==> config.mk <==
export PLATFORM = sky130hd
export DESIGN_NAME = shift_reg_univ
export DESIGN_NICKNAME = d
export VERILOG_FILES = /design/src/rtl/shift_reg_pkg.sv /design/src/rtl/shift_step_unit.sv /design/src/rtl/shift_reg_univ.sv
export SDC_FILE = /design/constraint.sdc
export NUM_CORES = 1
export LEC_CHECK = 0
export CAP_MARGIN = 10
export CORE_ASPECT_RATIO = 1.4
export CORE_MARGIN = 2
export CORE_UTILIZATION = 54
export CTS_BUF_LIST = sky130_fd_sc_hd__clkbuf_2
export CTS_CLUSTER_DIAMETER = 40
export DETAILED_ROUTE_END_ITERATION = 8
export PLACE_DENSITY = 0.84
export SKIP_CTS_REPAIR_TIMING = 1
export SLEW_MARGIN = 10
export SYNTH_ARGS = -nofsm -noshare
export SYNTH_HDL_FRONTEND = slang
export SYNTH_HIERARCHICAL = 1
export SYNTH_SLANG_ARGS = --single-unit
==> constraint.sdc <==
create_clock -name clk -period 3 [get_ports clk]
set_input_delay 0.45 -clock clk [delete_from_list [all_inputs] [get_ports clk]]
set_output_delay 0.45 -clock clk [all_outputs]
set_load 0.1 [all_outputs]
==> src/rtl/shift_reg_pkg.sv <==
// Shared encodings for the universal shift register: command modes and FSM states.
package shift_reg_pkg;

    localparam logic [2:0] MODE_LSH  = 3'b000;
    localparam logic [2:0] MODE_ROT  = 3'b001;
    localparam logic [2:0] MODE_LOAD = 3'b010;
    localparam logic [2:0] MODE_ASH  = 3'b011;
    // Internal code latched for reserved modes and zero-length shifts: q and s_out hold.
    localparam logic [2:0] MODE_NOP  = 3'b111;

    typedef enum logic {
        ST_IDLE = 1'b0,
        ST_RUN  = 1'b1
    } state_t;

    function automatic logic is_shift_mode(input logic [2:0] m);
        return (m == MODE_LSH) || (m == MODE_ROT) || (m == MODE_ASH);
    endfunction

endpackage

==> src/rtl/shift_step_unit.sv <==
// One combinational step of the universal shift register: next q and next s_out.
module shift_step_unit
    import shift_reg_pkg::*;
#(
    parameter int WIDTH = 8
) (
    input  logic [WIDTH-1:0] q,
    input  logic             s_out,
    input  logic [2:0]       mode,
    input  logic             dir,
    input  logic             s_in,
    input  logic [WIDTH-1:0] d,
    output logic [WIDTH-1:0] q_next,
    output logic             s_out_next
);

    always_comb begin
        q_next     = q;
        s_out_next = s_out;
        case (mode)
            MODE_LSH: begin
                if (!dir) begin
                    q_next     = {q[WIDTH-2:0], s_in};
                    s_out_next = q[WIDTH-1];
                end else begin
                    q_next     = {s_in, q[WIDTH-1:1]};
                    s_out_next = q[0];
                end
            end
            MODE_ROT: begin
                q_next     = dir ? {q[0], q[WIDTH-1:1]} : {q[WIDTH-2:0], q[WIDTH-1]};
                s_out_next = 1'b0;
            end
            MODE_ASH: begin
                if (!dir) begin
                    q_next     = {q[WIDTH-2:0], 1'b0};
                    s_out_next = q[WIDTH-1];
                end else begin
                    q_next     = {q[WIDTH-1], q[WIDTH-1:1]};
                    s_out_next = q[0];
                end
            end
            MODE_LOAD: begin
                q_next     = d;
                s_out_next = 1'b0;
            end
            default: ;
        endcase
    end

endmodule

==> src/rtl/shift_reg_univ.sv <==
// Universal shift register: multi-step shift/rotate/load commands, one position per clock,
// under a start/busy/done handshake.
module shift_reg_univ
    import shift_reg_pkg::*;
#(
    parameter int WIDTH = 8,
    parameter int CNT_W = $clog2(WIDTH + 1)
) (
    input  logic             clk,
    input  logic             rst_n,
    input  logic             enb,
    input  logic             start,
    input  logic [2:0]       mode,
    input  logic             dir,
    input  logic [CNT_W-1:0] amt,
    input  logic             s_in,
    input  logic [WIDTH-1:0] d,
    output logic [WIDTH-1:0] q,
    output logic             s_out,
    output logic             busy,
    output logic             done
);

    state_t             r_state;
    logic [CNT_W-1:0]   r_cnt;
    logic [2:0]         r_mode;
    logic               r_dir;
    logic [WIDTH-1:0]   r_d;
    logic [WIDTH-1:0]   r_q;
    logic               r_s_out;
    logic               r_done;

    logic [WIDTH-1:0]   w_q_next;
    logic               w_s_out_next;

    shift_step_unit #(.WIDTH(WIDTH)) u_step (
        .q          (r_q),
        .s_out      (r_s_out),
        .mode       (r_mode),
        .dir        (r_dir),
        .s_in       (s_in),
        .d          (r_d),
        .q_next     (w_q_next),
        .s_out_next (w_s_out_next)
    );

    always_ff @(posedge clk or negedge rst_n) begin
        if (!rst_n) begin
            r_state <= ST_IDLE;
            r_cnt   <= '0;
            r_mode  <= MODE_LSH;
            r_dir   <= 1'b0;
            r_d     <= '0;
            r_q     <= '0;
            r_s_out <= 1'b0;
            r_done  <= 1'b0;
        end else begin
            // done is a single-cycle pulse even if the next cycle is stalled.
            r_done <= 1'b0;
            if (enb) begin
                case (r_state)
                    ST_IDLE: begin
                        if (start) begin
                            r_dir   <= dir;
                            r_d     <= d;
                            r_state <= ST_RUN;
                            if (is_shift_mode(mode)) begin
                                // A zero-length shift still spends one cycle, as a hold.
                                r_mode <= (amt == '0) ? MODE_NOP : mode;
                                r_cnt  <= (amt == '0) ? CNT_W'(1) : amt;
                            end else begin
                                r_mode <= (mode == MODE_LOAD) ? MODE_LOAD : MODE_NOP;
                                r_cnt  <= CNT_W'(1);
                            end
                        end
                    end
                    ST_RUN: begin
                        r_q     <= w_q_next;
                        r_s_out <= w_s_out_next;
                        r_cnt   <= r_cnt - CNT_W'(1);
                        if (r_cnt == CNT_W'(1)) begin
                            r_state <= ST_IDLE;
                            r_done  <= 1'b1;
                        end
                    end
                    default: r_state <= ST_IDLE;
                endcase
            end
        end
    end

    assign q     = r_q;
    assign s_out = r_s_out;
    assign busy  = (r_state == ST_RUN);
    assign done  = r_done;

endmodule

Word-level counts from Yosys, hierarchy flattened
Cells that the tools add are included.

word-level totals
  bits in registers = 27
  output and inout bits = 11

operators by class
  bitwise operators = 1
  multiplexer cells = 19
  reductions and logical operators = 14
  add/subtract/negate cells = 1
  equal/unequal tests = 9

operators by type and width
  operator                                             number
  case mux 8 bit (4 select lines)                      1
  2-to-1 mux 8 bit                                     3
  equality test 3 x 2 -> 1 bit, second input constant  4
  2-to-1 mux 4 bit                                     3
  2-to-1 mux 3 bit                                     3
  AND reduction 3 bit                                  3
  case mux 4 bit (2 select lines)                      1
  equality test 3 x 1 -> 1 bit, second input constant  2
  zero test 3 bit                                      2
  2-to-1 mux 1 bit                                     6
  equality test 4 x 1 -> 1 bit, second input constant  1
  zero test 4 bit                                      1
  inequality test 2 bit, second input constant         2
  case mux 1 bit (2 select lines)                      2
  AND reduction 4 bit                                  1
  nonzero test 4 bit                                   1
  OR reduction 2 bit                                   2
  subtractor 4 x 1 -> 4 bit, second input constant     1
  logical OR 1 bit                                     2
  AND reduction 2 bit                                  1
  nonzero test 2 bit                                   1
  inverter 1 bit                                       1

Depth between registers and ports, before layout
Gate-level depths: netlist (run 1).

  depth after elaboration = 6
  depth in mapped cells = 6
  gate-level depth less buffers = 5

Modules after synthesis
The synthesis (run 1) kept the hierarchy.

by module, submodules not included
  module           sequential area each (um^2)  area each (um^2)  times used  cells an instance
  shift_reg_univ   675.6                        1142.3            1           88
  shift_step_unit  0.0                          382.9             1           57

Worst setup path before layout (run 1)
OpenSTA, ideal clock, no wires.

  path kind = flip-flop to flip-flop
  start point = register r_state (netlist: busy)
  end point = register r_d[6]
  library setup time = 0.125 ns
  path slack = 1.010 ns
  stages on the path, launching flop included = 4
  arrival time = 1.865 ns
  required time = 2.875 ns
  cell sequence = dfrtp_1 > nand3b_2 > buf_2 > mux2_2

between the ends
  longest elaborated chain between the ends = 2

RTL lines
  item                                  line                  RTL
  start, declared                       shift_reg_univ.sv:24  state_t r_state;
  start signal, assigned                shift_reg_univ.sv:49  r_state <= ST_IDLE;
  start signal, assigned                shift_reg_univ.sv:66  r_state <= ST_RUN;
  start signal, assigned                shift_reg_univ.sv:82  r_state <= ST_IDLE;
  inverter 1 bit (no source line)       -
  AND reduction 3 bit (no source line)  -
  end signal, assigned                  shift_reg_univ.sv:53  r_d <= '0;
  end signal, assigned                  shift_reg_univ.sv:65  r_d <= d;
  end, declared                         shift_reg_univ.sv:28  logic [WIDTH-1:0] r_d;

No other way between the ends.
A chain may end at the register's enable or synchronous reset.

Worst setup path in the final report (run 1)
  start point = register r_dir
  end point = register r_q[7] (netlist: q[7])

between the ends
  longest elaborated chain between the ends = 2
  elaborated cells on any way between the ends = 5

RTL lines
  item                                 line                                          RTL
  start, declared                      shift_reg_univ.sv:27                          logic r_dir;
  start signal, assigned               shift_reg_univ.sv:64                          r_dir <= dir;
  2-to-1 mux 8 bit (on tied branches)  shift_step_unit.sv:31, shift_step_unit.sv:22
  case mux 8 bit (4 select lines) (*)  shift_step_unit.sv:20                         case (mode)
  net w_q_next[7]                      shift_reg_univ.sv:33                          logic [WIDTH-1:0] w_q_next;
  end signal, assigned                 shift_reg_univ.sv:78                          r_q <= w_q_next;
  end, declared                        shift_reg_univ.sv:29                          logic [WIDTH-1:0] r_q;

Mark *: on every way through the listed nets, which the timed path passes. The rest lies on a longest branch.

==> flow_summary.toml, run 1 <==
[placement]
io_buffers = 31
hpwl_um = 2490
gp_congestion = 0.819

[die]
dieArea_um2 = 3270
ios = 32
rows = 22
die_h_um = 66.9
die_width_um = 48.9
core_area_um2 = 2640
start_util_pct = 57.7

[final_layout]
area_growth_pct = 19.4
nFillCells = 222
nets = 198
drive_gt1_share_pct = 21.3
diodes = 0
final_core_util_pct = 68.9

[global_routing]
grt_start_max_net_pins = 28
grt_pass1_vias = 1255
grt_pass1_wl_um = 5680
antenna_found_initial = 0
grtUsageTotal_pct = 22.6
overflow = 0

[logic_synthesis]
ys_seq_area_share_pct = 44.3
syn_nets = 168
synth.top_cell.area_share_pct = 44.3
syn-cell-area_um2 = 1530
netlist_top_cells_area = "dfrtp_1 44%, mux2_2 13%, nand2_1 3.9%"
ys.flop_type = "dfrtp_1"
synth_edf_count = 0
synth_cell_types = 33
synth_most_common_cell = "dfrtp_1"
synth_warnings = 6
syn_inst = 145
syn_area_per_cell_um2 = 10.5
async_reset_ff_share_pct = 100
yosysTopAreaCell = "dfrtp_1"
synth_common_cells = "27 x dfrtp_1, 18 x mux2_2, 16 x nand2_1"
ys_ff_latch = 27

[setup_path]
cp-start-kind = "register"
r2r-start = "r_dir"
path_max_fanout = 20
critPathCaptureType = "register"
arrival_ps = 2070
setup.worst_path.class = "reg2reg"
cp.required_ps = 3260
crit_start = "r_dir"

[clocking]
insertion_delay_ps = 350
clkSinkCount = 27
cts_inserted_buffers = 3
cts_root_buf = "clkbuf_2"
cts_max_level = 1
clk_pin_slew_ps = 250
tritoncts = "done"
cts_buffer_depth = 2

[hold_path]
hold_path_class = "in2async"

[sta]
fmax_mhz = 553
fin_crit_ps = 1810
min_period_over_period_pct = 60.2
slew_violations = 0
finClkSkew_ps = 12.5
hold_viol = 0
setup_total_negative_slack_ps = 0
grt_setup_unrepaired = "false"
tightest_slew_ps = 671
slew-limit-headroom_pct = 55.2
setup_viol = 0

[power]
ir_worst_vdd_mv = 0.707
powerDensity_nw_per_um2 = 1190
cellLeakagePower_nw = 0.792

[flow_run]
drv_cap = 0

[drt]
wl_per_cell_um = 16.4
vias = 1237
drtPass1Iterations = 4
antenna_left = 0
drc = 0
wirelength_um = 3450
vias_per_cell = 5.89
drt_iter0_markers = 21

[status]
outcome = "finished, final reports clean"
per-layer routing:
metal | vias up | part of all wire, % | track usage (%)
li1 | 587 | - | -
met5 | - | 0 | 0
met4 | 0 | 0.55 | 5.00
met1 | 610 | 42 | 25.5
met2 | 36 | 55 | 45.4
met3 | 4 | 2.9 | 2.02
layout by cell type, fill, tap and decap left out, drive strengths merged, types with 6 or more instances in the layout:
master	netlist	final
nor2	8	8
a211oi	6	6
mux2	19	19
buf	6	12
nand2	16	16
nor2b	8	8
o31ai	6	6
clkdlybuf4s50	0	20
dfrtp	27	27
o21ai	8	8
cell type report:
class                           instances  area (µm²)  share of cell area, %
Sequential cell                        27         676                   37.1
Tap cell                               36        45.0                   2.47
Inverter                                4        15.0                  0.824
Timing Repair Buffer                   32         290                   15.9
Multi-Input combinational cell        107         776                   42.6
Clock buffer                            4        20.0                   1.10
worst paths after layout:
| kind | end | slack [ps] | depth (start not counted) |
|---|---|---|---|
| setup / recovery | q[7] | 1190 | 4 |
| hold / removal | r_d[2] | 440 | 2 |
| setup reg to reg | q[7] | 1190 | 4 |
| hold reg to reg | done | 530 | 1 |
| max in group asynchronous | q[6] | 2310 | 2 |
| min in group clk | done | 530 | 1 |
registers in the layout, summed over array words and instances, names as in the netlist:
signal,cells
q,8
r_d,8
r_cnt,4
r_mode,3
busy,1
done,1
r_dir,1
s_out,1
where the power goes:
group | switching, mW | total (mW) | internal (mW)
combinational | 0.783 | 1.24 | 0.460
sequential | 0.251 | 0.783 | 0.532
clock | 0.103 | 0.138 | 0.0352
kinds of logic after synthesis:
family	after synthesis	share of synthesized area, %
simple gates	50	17.4
compound gates	33	15.6
flops	27	44.3
mux	22	16.2
buf+inv	11	4.84
fa+ha+maj	2	1.64
stage by stage:
| step | total power [mW] | instances | worst slack [ps] | instance area (µm²) | hold WS [ps] |
|---|---|---|---|---|---|
| 6_report | 2.16 | 210 | 1190 | 1820 | 436 |
| 5_1_grt | 2.29 | 210 | 1080 | 1820 | 438 |
| 4_1_cts | 2.16 | 210 | 1190 | 1820 | 436 |
| 3_5_place_dp | 2.02 | 206 | 816 | 1800 | 503 |
| 3_3_place_gp | 1.96 | 206 | 976 | 1800 | 482 |
| 2_1_floorplan | 1.76 | 145 | 1010 | 1530 | 154 |
critical path, cell delays in order (launching register included):
cell      delay (ps)
dfrtp_1          780
mux2_4           360
a221oi_2         240
a21oi_1           90
mux2_2           250
Power figures use the tool's default switching activity.
==> run 2, diff against run 1 <==
--- a/config.mk
+++ b/config.mk
@@ -8,11 +8,11 @@
 export CAP_MARGIN = 10
 export CORE_ASPECT_RATIO = 1.4
 export CORE_MARGIN = 2
-export CORE_UTILIZATION = 54
+export CORE_UTILIZATION = 47
 export CTS_BUF_LIST = sky130_fd_sc_hd__clkbuf_2
 export CTS_CLUSTER_DIAMETER = 40
 export DETAILED_ROUTE_END_ITERATION = 8
-export PLACE_DENSITY = 0.84
+export PLACE_DENSITY = 0.77
 export SKIP_CTS_REPAIR_TIMING = 1
 export SLEW_MARGIN = 10
 export SYNTH_ARGS = -nofsm -noshare
==> constraint.sdc (replaced) <==
create_clock -name clk -period 1.66 [get_ports clk]
set_input_delay 0.249 -clock clk [delete_from_list [all_inputs] [get_ports clk]]
set_output_delay 0.249 -clock clk [all_outputs]
set_load 0.1 [all_outputs]
==> run 2 against run 1 <==
Effect of this change:
- non-clock buffer count increased by 11
- count of clock-buffer cells in the layout unchanged
- combinational power increased by 120%
- highest routed layer unchanged
- setup slack got worse by 1100 ps
- utilization decreased by 3.1 points
- wire length increased by 0.58%
- critical path type unchanged
- via count increased by 1.3%
- design area increased by 13%
==> flow_summary.toml, run 2 (synthesis gave the netlist of run 1 again) <==
[die]
rows = 24
ios = 32
core_area_um2 = 3120
die_width_um = 52.1
dieArea_um2 = 3720
start_util_pct = 48.8
die_h_um = 71.4

[final_layout]
nFillCells = 260
multi_input_area_um2 = 776
area_growth_pct = 34.9
seq_area_um2 = 687
drive_gt1_share_pct = 29.7
final_core_util_pct = 65.9
diodes = 0
layout_common_cells = "20 x dfrtp_1, 20 x clkdlybuf4s50_1, 18 x mux2_2"
final_cell_area_um2 = 2060
fin_cells = 224
nets = 209

[setup_path]
slowest_delay_ps = 490
arrival_ps = 1840
r2r_cells = 5
cp.required_ps = 1960
cp-start-kind = "register"
cp_slowest_cell = "dfrtp_1"
crit_start = "r_dir"
path_delay_family = "flip-flops"
r2r-start = "r_dir"
path_max_fanout = 16
crit_chain = "buf_4 > and2b_1 > a211oi_1 > o31ai_1 > mux2_2"
regToRegEndpoint = "q[3]"
ff2ff_setup_slack_ps = 120
critPathCaptureType = "register"
setup.worst_path.class = "reg2reg"
cp_num_buf_inv = 1

[sta]
hold_viol = 0
fin_crit_ps = 1540
finClkSkew_ps = 4.06
slew_violations = 0
tightest_slew_ps = 405
fin_hold_ws_ps = 200
slew-limit-headroom_pct = 72.6
grt_setup_unrepaired = "false"
min_period_over_period_pct = 93.0
fmax_mhz = 648
setup_viol = 0

[global_routing]
grt_start_max_net_pins = 28
grt_pass1_wl_um = 5840
antenna_found_initial = 0
grt-busiest-layer = "met2"
grt_pass1_vias = 1303
grtUsageTotal_pct = 20.7
grt_util_met2_pct = 36.8
grt_use_met3_pct = 2.71
use_met1_pct = 23.7
overflow = 0

[drt]
drt_iter0_markers = 17
vias_per_cell = 5.59
wl_per_cell_um = 15.5
drc = 0
wirelength_um = 3470
drtPass1Iterations = 4
antenna_left = 0
vias = 1253

[power]
cellLeakagePower_nw = 0.883
powerDensity_nw_per_um2 = 2110
ir_worst_vdd_mv = 1.26
total_power_mw = 4.34

[clocking]
cts_root_buf = "clkbuf_2"
insertion_delay_ps = 370
clk_pin_slew_ps = 250
clkSinkCount = 27
cts_buffer_depth = 2
cts_max_level = 1
tritoncts = "done"
cts_inserted_buffers = 3

[placement]
place_area_um2 = 2040
gp_congestion = 0.834
hpwl_um = 2660
io_buffers = 31
dp.cells = 220

[hold_path]
hold_path_class = "in2async"

[status]
outcome = "finished, final reports clean"

[flow_run]
drv_cap = 0
-- run 2: cell types whose count changed in the layout (fill, tap and decap cells not counted) --
cell     delta
dfrtp_2     +6
dfrtp_1     -7
dfrtp_4     +1
buf_12     +11
-- run 2: final cells by class --
class | instances | area share [%]
multi-input cells | 107 | 37.7
flip-flops and latches | 27 | 33.4
repair buffers | 43 | 24.8
well taps | 39 | 2.37
clock buffers | 4 | 0.973
inverters | 4 | 0.730
-- run 2: worst max-delay path by stage --
| stage | to | slack [ps] | depth (start not counted) |
|---|---|---|---|
| global placement | r_cnt[3] | 50 | 4 |
| detailed placement | r_cnt[3] | -40 | 4 |
| CTS | q[3] | 120 | 5 |
| floorplan | q[4] | 30 | 4 |
| global route | q[3] | 10 | 5 |
| finish | q[3] | 120 | 5 |
-- run 2: per-layer routing --
| layer | wire [µm] | up-vias |
|---|---|---|
| met2 | 1910 | 33 |
| met1 | 1370 | 605 |
| li1 | - | 608 |
| met3 | 117 | 7 |
| met5 | 0 | - |
| met4 | 75 | 0 |
-- run 2: power by group --
| part | switching, mW | internal [mW] |
|---|---|---|
| Clock | 0.200 | 0.0635 |
| Sequential | 0.385 | 0.983 |
| Combinational | 1.52 | 1.19 |
| Total | 2.11 | 2.24 |
-- run 2: through the flow --
stage	setup TNS (ps)	setup slack (ps)
2_1_floorplan	0	25.9
4_1_cts	0	116
5_1_grt	0	11.8
3_3_place_gp	0	49.9
6_report	0	116
3_5_place_dp	-44.4	-44.4
-- run 2: worst reg2reg max path, delay by kind of cell (launching register included) --
family          cells  cell delay (ps)
flops               1              490
compound gates      2              310
mux                 1              260
buf+inv             1              230
simple gates        1              200
